**config.mk**
```make
export PLATFORM = sky130hd
export DESIGN_NAME = cmp_result_tracker_flat
export DESIGN_NICKNAME = d
export VERILOG_FILES = /design/src/rtl/cmp_result_tracker_if.sv /design/src/rtl/cmp_result_tracker.sv /design/src/flat_wrapper.sv
export SDC_FILE = /design/constraint.sdc
export NUM_CORES = 1
export LEC_CHECK = 0
export CORE_MARGIN = 10
export CORE_UTILIZATION = 45
export DETAILED_ROUTE_END_ITERATION = 8
export HOLD_SLACK_MARGIN = 0.15
export PLACE_DENSITY = 0.72
export RECOVER_POWER = 100
export SYNTH_ARGS = -nofsm -noshare
export SYNTH_HDL_FRONTEND = slang
export SYNTH_SLANG_ARGS = --single-unit
```
**constraint.sdc**
```tcl
create_clock -name clk -period 4.4 [get_ports clk]
set_input_delay 1.32 -clock clk [delete_from_list [all_inputs] [get_ports clk]]
set_output_delay 1.32 -clock clk [all_outputs]
set_load 0.01 [all_outputs]
```
**src/rtl/cmp_result_tracker_if.sv**
```systemverilog
// cmp_result_tracker_if
//   Bundles the comparator-result sample inputs, the live tally outputs and the
//   snapshot valid/ready handshake of cmp_result_tracker.
//   master : the producer/reader side (drives samples, clear, snap_req, snap_ready)
//   slave  : the tracker itself (drives tallies, run state and snap_* outputs)
// Parameters
//   CNT_W  width of every tally counter
//   RUN_W  width of the run-length counter
interface cmp_result_tracker_if #(
    parameter int CNT_W = 8,
    parameter int RUN_W = 4
);
    logic             in_valid;
    logic             in_e;
    logic             in_l;
    logic             in_g;
    logic             clear;

    logic [CNT_W-1:0] eq_cnt;
    logic [CNT_W-1:0] lt_cnt;
    logic [CNT_W-1:0] gt_cnt;
    logic [CNT_W-1:0] total_cnt;
    logic [CNT_W-1:0] err_cnt;
    logic             err_flag;
    logic [RUN_W-1:0] run_len;
    logic [1:0]       run_kind;
    logic             streak_alert;

    logic             snap_req;
    logic             snap_valid;
    logic             snap_ready;
    logic [CNT_W-1:0] snap_eq;
    logic [CNT_W-1:0] snap_lt;
    logic [CNT_W-1:0] snap_gt;
    logic [CNT_W-1:0] snap_total;

    modport master (
        output in_valid, in_e, in_l, in_g, clear, snap_req, snap_ready,
        input  eq_cnt, lt_cnt, gt_cnt, total_cnt, err_cnt, err_flag,
               run_len, run_kind, streak_alert,
               snap_valid, snap_eq, snap_lt, snap_gt, snap_total
    );

    modport slave (
        input  in_valid, in_e, in_l, in_g, clear, snap_req, snap_ready,
        output eq_cnt, lt_cnt, gt_cnt, total_cnt, err_cnt, err_flag,
               run_len, run_kind, streak_alert,
               snap_valid, snap_eq, snap_lt, snap_gt, snap_total
    );
endinterface

```
**src/rtl/cmp_result_tracker.sv**
```systemverilog
// cmp_result_tracker
//   Consumes one E/L/G comparator result per clock, keeps saturating tallies of
//   legal outcomes, counts malformed (non-one-hot) flag vectors, tracks the run
//   of identical outcomes and lets a reader freeze a snapshot of the tallies
//   through a valid/ready handshake while counting continues.
// Ports
//   clk  rising-edge clock
//   rst  asynchronous active-high reset
//   bus  cmp_result_tracker_if.slave (samples, clear, tallies, run state, snapshot)
// Snapshot FSM
//   state | meaning
//   IDLE  | no snapshot held; snap_req captures the current tallies
//   HOLD  | snap_* frozen, snap_valid=1; waits for snap_ready
module cmp_result_tracker #(
    parameter int CNT_W      = 8,
    parameter int RUN_W      = 4,
    parameter int RUN_THRESH = 4
) (
    input logic                 clk,
    input logic                 rst,
    cmp_result_tracker_if.slave bus
);

    typedef enum logic {
        IDLE = 1'b0,
        HOLD = 1'b1
    } snap_state_t;

    localparam logic [RUN_W-1:0] RUN_MAX     = {RUN_W{1'b1}};
    localparam logic [RUN_W-1:0] RUN_PRE_HIT = RUN_W'(RUN_THRESH - 1);

    logic [CNT_W-1:0] eq_q, lt_q, gt_q, total_q, err_q;
    logic             err_flag_q;
    logic [RUN_W-1:0] run_len_q;
    logic [1:0]       run_kind_q;
    logic             alert_q;

    snap_state_t      snap_state;
    logic             snap_valid_q;
    logic [CNT_W-1:0] snap_eq_q, snap_lt_q, snap_gt_q, snap_total_q;

    logic             legal;
    logic [1:0]       kind;

    function automatic logic [CNT_W-1:0] sat_inc(input logic [CNT_W-1:0] v);
        return (&v) ? v : v + CNT_W'(1);
    endfunction

    // One-hot test: odd parity excludes 000/011/101/110, the AND term excludes 111.
    always_comb begin
        legal = (bus.in_e ^ bus.in_l ^ bus.in_g) & ~(bus.in_e & bus.in_l & bus.in_g);
        kind  = 2'b00;
        if (bus.in_e)
            kind = 2'b01;
        else if (bus.in_l)
            kind = 2'b10;
        else if (bus.in_g)
            kind = 2'b11;
    end

    always_ff @(posedge clk or posedge rst) begin
        if (rst) begin
            eq_q       <= '0;
            lt_q       <= '0;
            gt_q       <= '0;
            total_q    <= '0;
            err_q      <= '0;
            err_flag_q <= 1'b0;
            run_len_q  <= '0;
            run_kind_q <= 2'b00;
            alert_q    <= 1'b0;
        end else begin
            alert_q <= 1'b0;
            if (bus.clear) begin
                eq_q       <= '0;
                lt_q       <= '0;
                gt_q       <= '0;
                total_q    <= '0;
                err_q      <= '0;
                err_flag_q <= 1'b0;
                run_len_q  <= '0;
                run_kind_q <= 2'b00;
            end else if (bus.in_valid) begin
                if (legal) begin
                    total_q <= sat_inc(total_q);
                    case (kind)
                        2'b01:   eq_q <= sat_inc(eq_q);
                        2'b10:   lt_q <= sat_inc(lt_q);
                        default: gt_q <= sat_inc(gt_q);
                    endcase
                    // run_kind is 00 whenever no run is active, so a legal kind
                    // can only match an existing run of length >= 1.
                    if (kind == run_kind_q) begin
                        if (run_len_q != RUN_MAX) begin
                            run_len_q <= run_len_q + RUN_W'(1);
                            alert_q   <= (run_len_q == RUN_PRE_HIT);
                        end
                    end else begin
                        run_len_q  <= RUN_W'(1);
                        run_kind_q <= kind;
                        alert_q    <= (RUN_THRESH == 1);
                    end
                end else begin
                    err_q      <= sat_inc(err_q);
                    err_flag_q <= 1'b1;
                    run_len_q  <= '0;
                    run_kind_q <= 2'b00;
                end
            end
        end
    end

    // Capture reads the tally registers before this edge's update, so the
    // snapshot equals what was visible on the outputs in the request cycle.
    always_ff @(posedge clk or posedge rst) begin
        if (rst) begin
            snap_state   <= IDLE;
            snap_valid_q <= 1'b0;
            snap_eq_q    <= '0;
            snap_lt_q    <= '0;
            snap_gt_q    <= '0;
            snap_total_q <= '0;
        end else begin
            case (snap_state)
                IDLE: begin
                    if (bus.snap_req) begin
                        snap_eq_q    <= eq_q;
                        snap_lt_q    <= lt_q;
                        snap_gt_q    <= gt_q;
                        snap_total_q <= total_q;
                        snap_state   <= HOLD;
                        snap_valid_q <= 1'b1;
                    end
                end
                HOLD: begin
                    if (snap_valid_q && bus.snap_ready) begin
                        snap_state   <= IDLE;
                        snap_valid_q <= 1'b0;
                    end
                end
                default: begin
                    snap_state   <= IDLE;
                    snap_valid_q <= 1'b0;
                end
            endcase
        end
    end

    assign bus.eq_cnt       = eq_q;
    assign bus.lt_cnt       = lt_q;
    assign bus.gt_cnt       = gt_q;
    assign bus.total_cnt    = total_q;
    assign bus.err_cnt      = err_q;
    assign bus.err_flag     = err_flag_q;
    assign bus.run_len      = run_len_q;
    assign bus.run_kind     = run_kind_q;
    assign bus.streak_alert = alert_q;
    assign bus.snap_valid   = snap_valid_q;
    assign bus.snap_eq      = snap_eq_q;
    assign bus.snap_lt      = snap_lt_q;
    assign bus.snap_gt      = snap_gt_q;
    assign bus.snap_total   = snap_total_q;

endmodule
```
**src/flat_wrapper.sv**
```systemverilog
// flat-port wrapper written by rule: the top's interface ports become plain ports
module cmp_result_tracker_flat 
#(
    parameter int CNT_W      = 8,
    parameter int RUN_W      = 4,
    parameter int RUN_THRESH = 4
)
  (clk, rst, bus_in_valid, bus_in_e, bus_in_l, bus_in_g, bus_clear, bus_snap_req, bus_snap_ready, bus_eq_cnt, bus_lt_cnt, bus_gt_cnt, bus_total_cnt, bus_err_cnt, bus_err_flag, bus_run_len, bus_run_kind, bus_streak_alert, bus_snap_valid, bus_snap_eq, bus_snap_lt, bus_snap_gt, bus_snap_total);
  cmp_result_tracker_if #(.CNT_W(CNT_W), .RUN_W(RUN_W)) bus_i ();
  input logic clk;
  input logic rst;
  input wire logic [$bits(bus_i.in_valid)-1:0] bus_in_valid;
  input wire logic [$bits(bus_i.in_e)-1:0] bus_in_e;
  input wire logic [$bits(bus_i.in_l)-1:0] bus_in_l;
  input wire logic [$bits(bus_i.in_g)-1:0] bus_in_g;
  input wire logic [$bits(bus_i.clear)-1:0] bus_clear;
  input wire logic [$bits(bus_i.snap_req)-1:0] bus_snap_req;
  input wire logic [$bits(bus_i.snap_ready)-1:0] bus_snap_ready;
  output wire logic [$bits(bus_i.eq_cnt)-1:0] bus_eq_cnt;
  output wire logic [$bits(bus_i.lt_cnt)-1:0] bus_lt_cnt;
  output wire logic [$bits(bus_i.gt_cnt)-1:0] bus_gt_cnt;
  output wire logic [$bits(bus_i.total_cnt)-1:0] bus_total_cnt;
  output wire logic [$bits(bus_i.err_cnt)-1:0] bus_err_cnt;
  output wire logic [$bits(bus_i.err_flag)-1:0] bus_err_flag;
  output wire logic [$bits(bus_i.run_len)-1:0] bus_run_len;
  output wire logic [$bits(bus_i.run_kind)-1:0] bus_run_kind;
  output wire logic [$bits(bus_i.streak_alert)-1:0] bus_streak_alert;
  output wire logic [$bits(bus_i.snap_valid)-1:0] bus_snap_valid;
  output wire logic [$bits(bus_i.snap_eq)-1:0] bus_snap_eq;
  output wire logic [$bits(bus_i.snap_lt)-1:0] bus_snap_lt;
  output wire logic [$bits(bus_i.snap_gt)-1:0] bus_snap_gt;
  output wire logic [$bits(bus_i.snap_total)-1:0] bus_snap_total;
  assign bus_i.in_valid = bus_in_valid;
  assign bus_i.in_e = bus_in_e;
  assign bus_i.in_l = bus_in_l;
  assign bus_i.in_g = bus_in_g;
  assign bus_i.clear = bus_clear;
  assign bus_i.snap_req = bus_snap_req;
  assign bus_i.snap_ready = bus_snap_ready;
  assign bus_eq_cnt = bus_i.eq_cnt;
  assign bus_lt_cnt = bus_i.lt_cnt;
  assign bus_gt_cnt = bus_i.gt_cnt;
  assign bus_total_cnt = bus_i.total_cnt;
  assign bus_err_cnt = bus_i.err_cnt;
  assign bus_err_flag = bus_i.err_flag;
  assign bus_run_len = bus_i.run_len;
  assign bus_run_kind = bus_i.run_kind;
  assign bus_streak_alert = bus_i.streak_alert;
  assign bus_snap_valid = bus_i.snap_valid;
  assign bus_snap_eq = bus_i.snap_eq;
  assign bus_snap_lt = bus_i.snap_lt;
  assign bus_snap_gt = bus_i.snap_gt;
  assign bus_snap_total = bus_i.snap_total;
  cmp_result_tracker #(.CNT_W(CNT_W), .RUN_W(RUN_W), .RUN_THRESH(RUN_THRESH)) u_core (.clk(clk), .rst(rst), .bus(bus_i));
endmodule
```
==> metrics <==
Chip Height=116 um; I/O Buffers=89; post-synthesis cell type count=53; setup ws final=707 ps; CTS tree=done; Worst Setup End Kind=flip-flop; run status=finished with violations; final net count=489; leakage=2.43 nW; Final Hold Vio Count=0; clock latency on the worst-skew pair=340 ps; Least-Margin Pin Slew=2120 ps; ant diodes=0; Critical Path RT=4620 ps; Min-Delay Path Class=flip-flop to flip-flop; Most used DFF post-synth=dfrtp_1; DRC Markers=0; worst reg-to-reg setup slack=2070 ps; proportion of layout cells with a drive suffix above 1=12.2%; io pins=90; CP max stage cell=o211ai_1; kind of critical path=input pin to flip-flop; dpl ws=574 ps; fin crit period=3690 ps; worst reg2reg path startpoint=u_core.snap_state; EDFF count, synth=0; DRT Pass-1 Iters=4; register bit count reported by yosys=82; Seq. cell area=0.00205 mm2; number of global-route vias before repair=3,354; crit-path cells=dlygate4sd3_1 -> ha_1 -> and2b_1 -> o211ai_1 -> nor4_4 -> mux2_1; GRT Total Usage=14.9%; first-iteration detailed-routing DRC count=118; H-Tree Depth=3; die area=0.0135 mm2; worst vdd ir=176 uV; crit path launch=bus_in_l; DP HPWL=7220 um; total gr overflow=0; terminus of the critical flop-to-flop path=u_core.bus.snap_total[7]; Synthesis Warnings=0; Design Area, Final=0.00527 mm2; Top delay family on crit path=compound AO/OA/AOI/OAI gates; initial core utilization=46.9%; power density over the cells=301 mW/mm2; core area=0.00885 mm2; Resize count post-CTS=0; largest net degree at the start of global routing=47; initial antenna violation count=0; row count=34; startpoint types=input pin; Final GP Congestion=0.774; Mean Syn Cell Area=10.8 um2; Post-Syn Area=0.00415 mm2; fin crit share=83.9%; area of the multi-input gates=0.00190 mm2; deepest clock path buffer count=2; post-synthesis async set-or-reset flop share=100%; clock sink total=82; max-slew violation count=46; maximum net fanout on the critical path=13; first-pass GRT wire length=16,500 um; failing checks=capacitance limit, slew limit; setup tns final=0 ps; worst path arrival time=3920 ps; Slew HR=-42.0%; clock root cell=clkbuf_8; Setup crit end=u_core.bus.eq_cnt[5]; FMAX=271 MHz; syn_nets=404; Fillers=751; Syn-to-layout area delta=27.0%; Mapped Cells=386; vias=3,398; Max Cap Viol=1; clk slew on worst S/H paths=80 ps; Hold Buf Count CTS=0; drt via density=5.82; Post-DRT Antenna Nets=0; RSZ-0062 raised after global routing=no; Post-Route WL=9990 um; WL/cell=17.1 um; crit-path max cell delay=840 ps; Reg2Reg Depth=3; Cell Area, Placed=0.00512 mm2; total CTS buffers=9; die span in x=116 um; Seq/Total Area, Yosys=49.4%; number of cells on the critical path=6; final setup violation count=0; worst path bufs/invs=1; Post-Route Skew=4.84 ps; Setup Buffers After CTS=0
==> sequential cells by signal (all words and copies together), names as in the netlist <==
register                 count
u_core.snap_state            1
u_core.bus.run_len           4
u_core.bus.err_cnt           8
u_core.bus.gt_cnt            8
u_core.bus.snap_lt           8
u_core.bus.total_cnt         8
u_core.bus.snap_total        8
u_core.bus.run_kind          2
u_core.bus.eq_cnt            8
u_core.bus.lt_cnt            8
u_core.bus.err_flag          1
u_core.bus.snap_eq           8
u_core.bus.snap_valid        1
u_core.bus.streak_alert      1
u_core.bus.snap_gt           8
==> final cells by class <==
| class | instances | area share (%) |
|---|---|---|
| Inverter | 16 | 1.16 |
| Sequential cell | 82 | 38.9 |
| Multi-Input combinational cell | 269 | 36.1 |
| Timing Repair Buffer | 93 | 17.5 |
| Clock inverter | 2 | 0.664 |
| Clock buffer | 14 | 3.08 |
| Tap cell | 108 | 2.56 |
==> layer usage <==
layer	vias to the layer above	global-route usage, %	wire, um
li1	1634	-	-
met1	1663	18.6	4370
met2	92	23.6	4690
met3	9	5.27	813
met4	0	4.59	104
met5	-	0	0
==> worst reg2reg max path, cell delays in order (launching register included) <==
cell and delay [ps]:
dfrtp_1 390, nand2b_1 550, clkbuf_1 850, mux2_2 430
==> power breakdown <==
part | switching (mW) | internal (mW)
sequential | 0.0260 | 0.785
clock | 0.256 | 0.294
combinational | 0.123 | 0.102
==> logic make-up (layout without fill, tap and decap cells) <==
| family | after synthesis | in the layout | share of synthesized area (%) |
|---|---|---|---|
| and+or+nand+nor | 126 | 126 | 17.8 |
| adders and majority gates | 9 | 9 | 2.71 |
| muxes | 40 | 40 | 10.8 |
| DFF | 82 | 82 | 49.4 |
| buffers and inverters | 35 | 125 | 3.74 |
| AOI/OAI and AO/OA | 94 | 94 | 15.5 |
==> metrics by stage <==
| step | power, mW | hold WS (ps) | util [%] | std cells |
|---|---|---|---|---|
| after floorplan | 0.973 | 458 | - | 386 |
| after global placement | 1.07 | 464 | 57.9 | 568 |
| after detailed placement | 1.07 | 482 | 57.9 | 568 |
| after CTS | 1.63 | 508 | 60.1 | 584 |
| after global routing | 1.67 | 513 | 59.6 | 584 |
| final | 1.59 | 493 | 59.6 | 584 |
==> worst min-delay path by stage <==
stage                                       end  depth (start not counted)  slack, ps             startpoint
after floorplan           u_core.bus.snap_valid                          1        460      u_core.snap_state
after global placement    u_core.bus.snap_gt[3]                          2        460  u_core.bus.snap_gt[3]
after detailed placement  u_core.bus.snap_valid                          1        480      u_core.snap_state
after CTS                     u_core.snap_state                          1        510      u_core.snap_state
after global routing      u_core.bus.snap_gt[1]                          1        510  u_core.bus.snap_gt[1]
final                     u_core.bus.snap_gt[3]                          2        490  u_core.bus.snap_gt[3]
==> synthesized netlist by cell type (3+ instances only) <==
cell	n	share of area, %
dfrtp_1	82	49
a21oi_1	30	3.6
nor2b_1	7	1.1
and4_1	4	0.84
mux2_2	35	9.5
inv_1	16	1.4
nor4_1	5	0.75
buf_2	4	0.48
and3_1	3	0.45
or4_1	12	2.2
o31ai_1	10	1.8
nor3_1	5	0.60
nand2_1	24	2.2
a31oi_1	5	0.75
nand2b_1	4	0.60
nand3_1	19	2.3
mux2i_1	3	0.72
or3_1	7	1.1
o41ai_1	9	1.9
o311ai_0	4	0.84
o21ai_0	15	1.8
ha_1	9	2.7
nor2_1	16	1.4
o211ai_1	3	0.54
nand4_1	6	0.90
clkbuf_1	11	0.99
a211oi_1	3	0.54
==> layout by cell type, fill, tap and decap left out, types with 5 or more instances in the layout <==
master	count
dlygate4sd3_1	84
dfrtp_1	82
mux2_2	35
a21oi_1	30
nand2_1	24
nand3_1	19
o21ai_0	16
nor2_1	16
inv_1	15
or4_1	12
clkbuf_8	11
o31ai_1	10
o41ai_1	9
ha_1	9
or3_1	7
nor2b_1	7
nor4_1	6
o211ai_1	6
nand4_1	6
o311ai_0	5
a31oi_1	5
nor3_1	5
(Power assumes the default switching activity.)
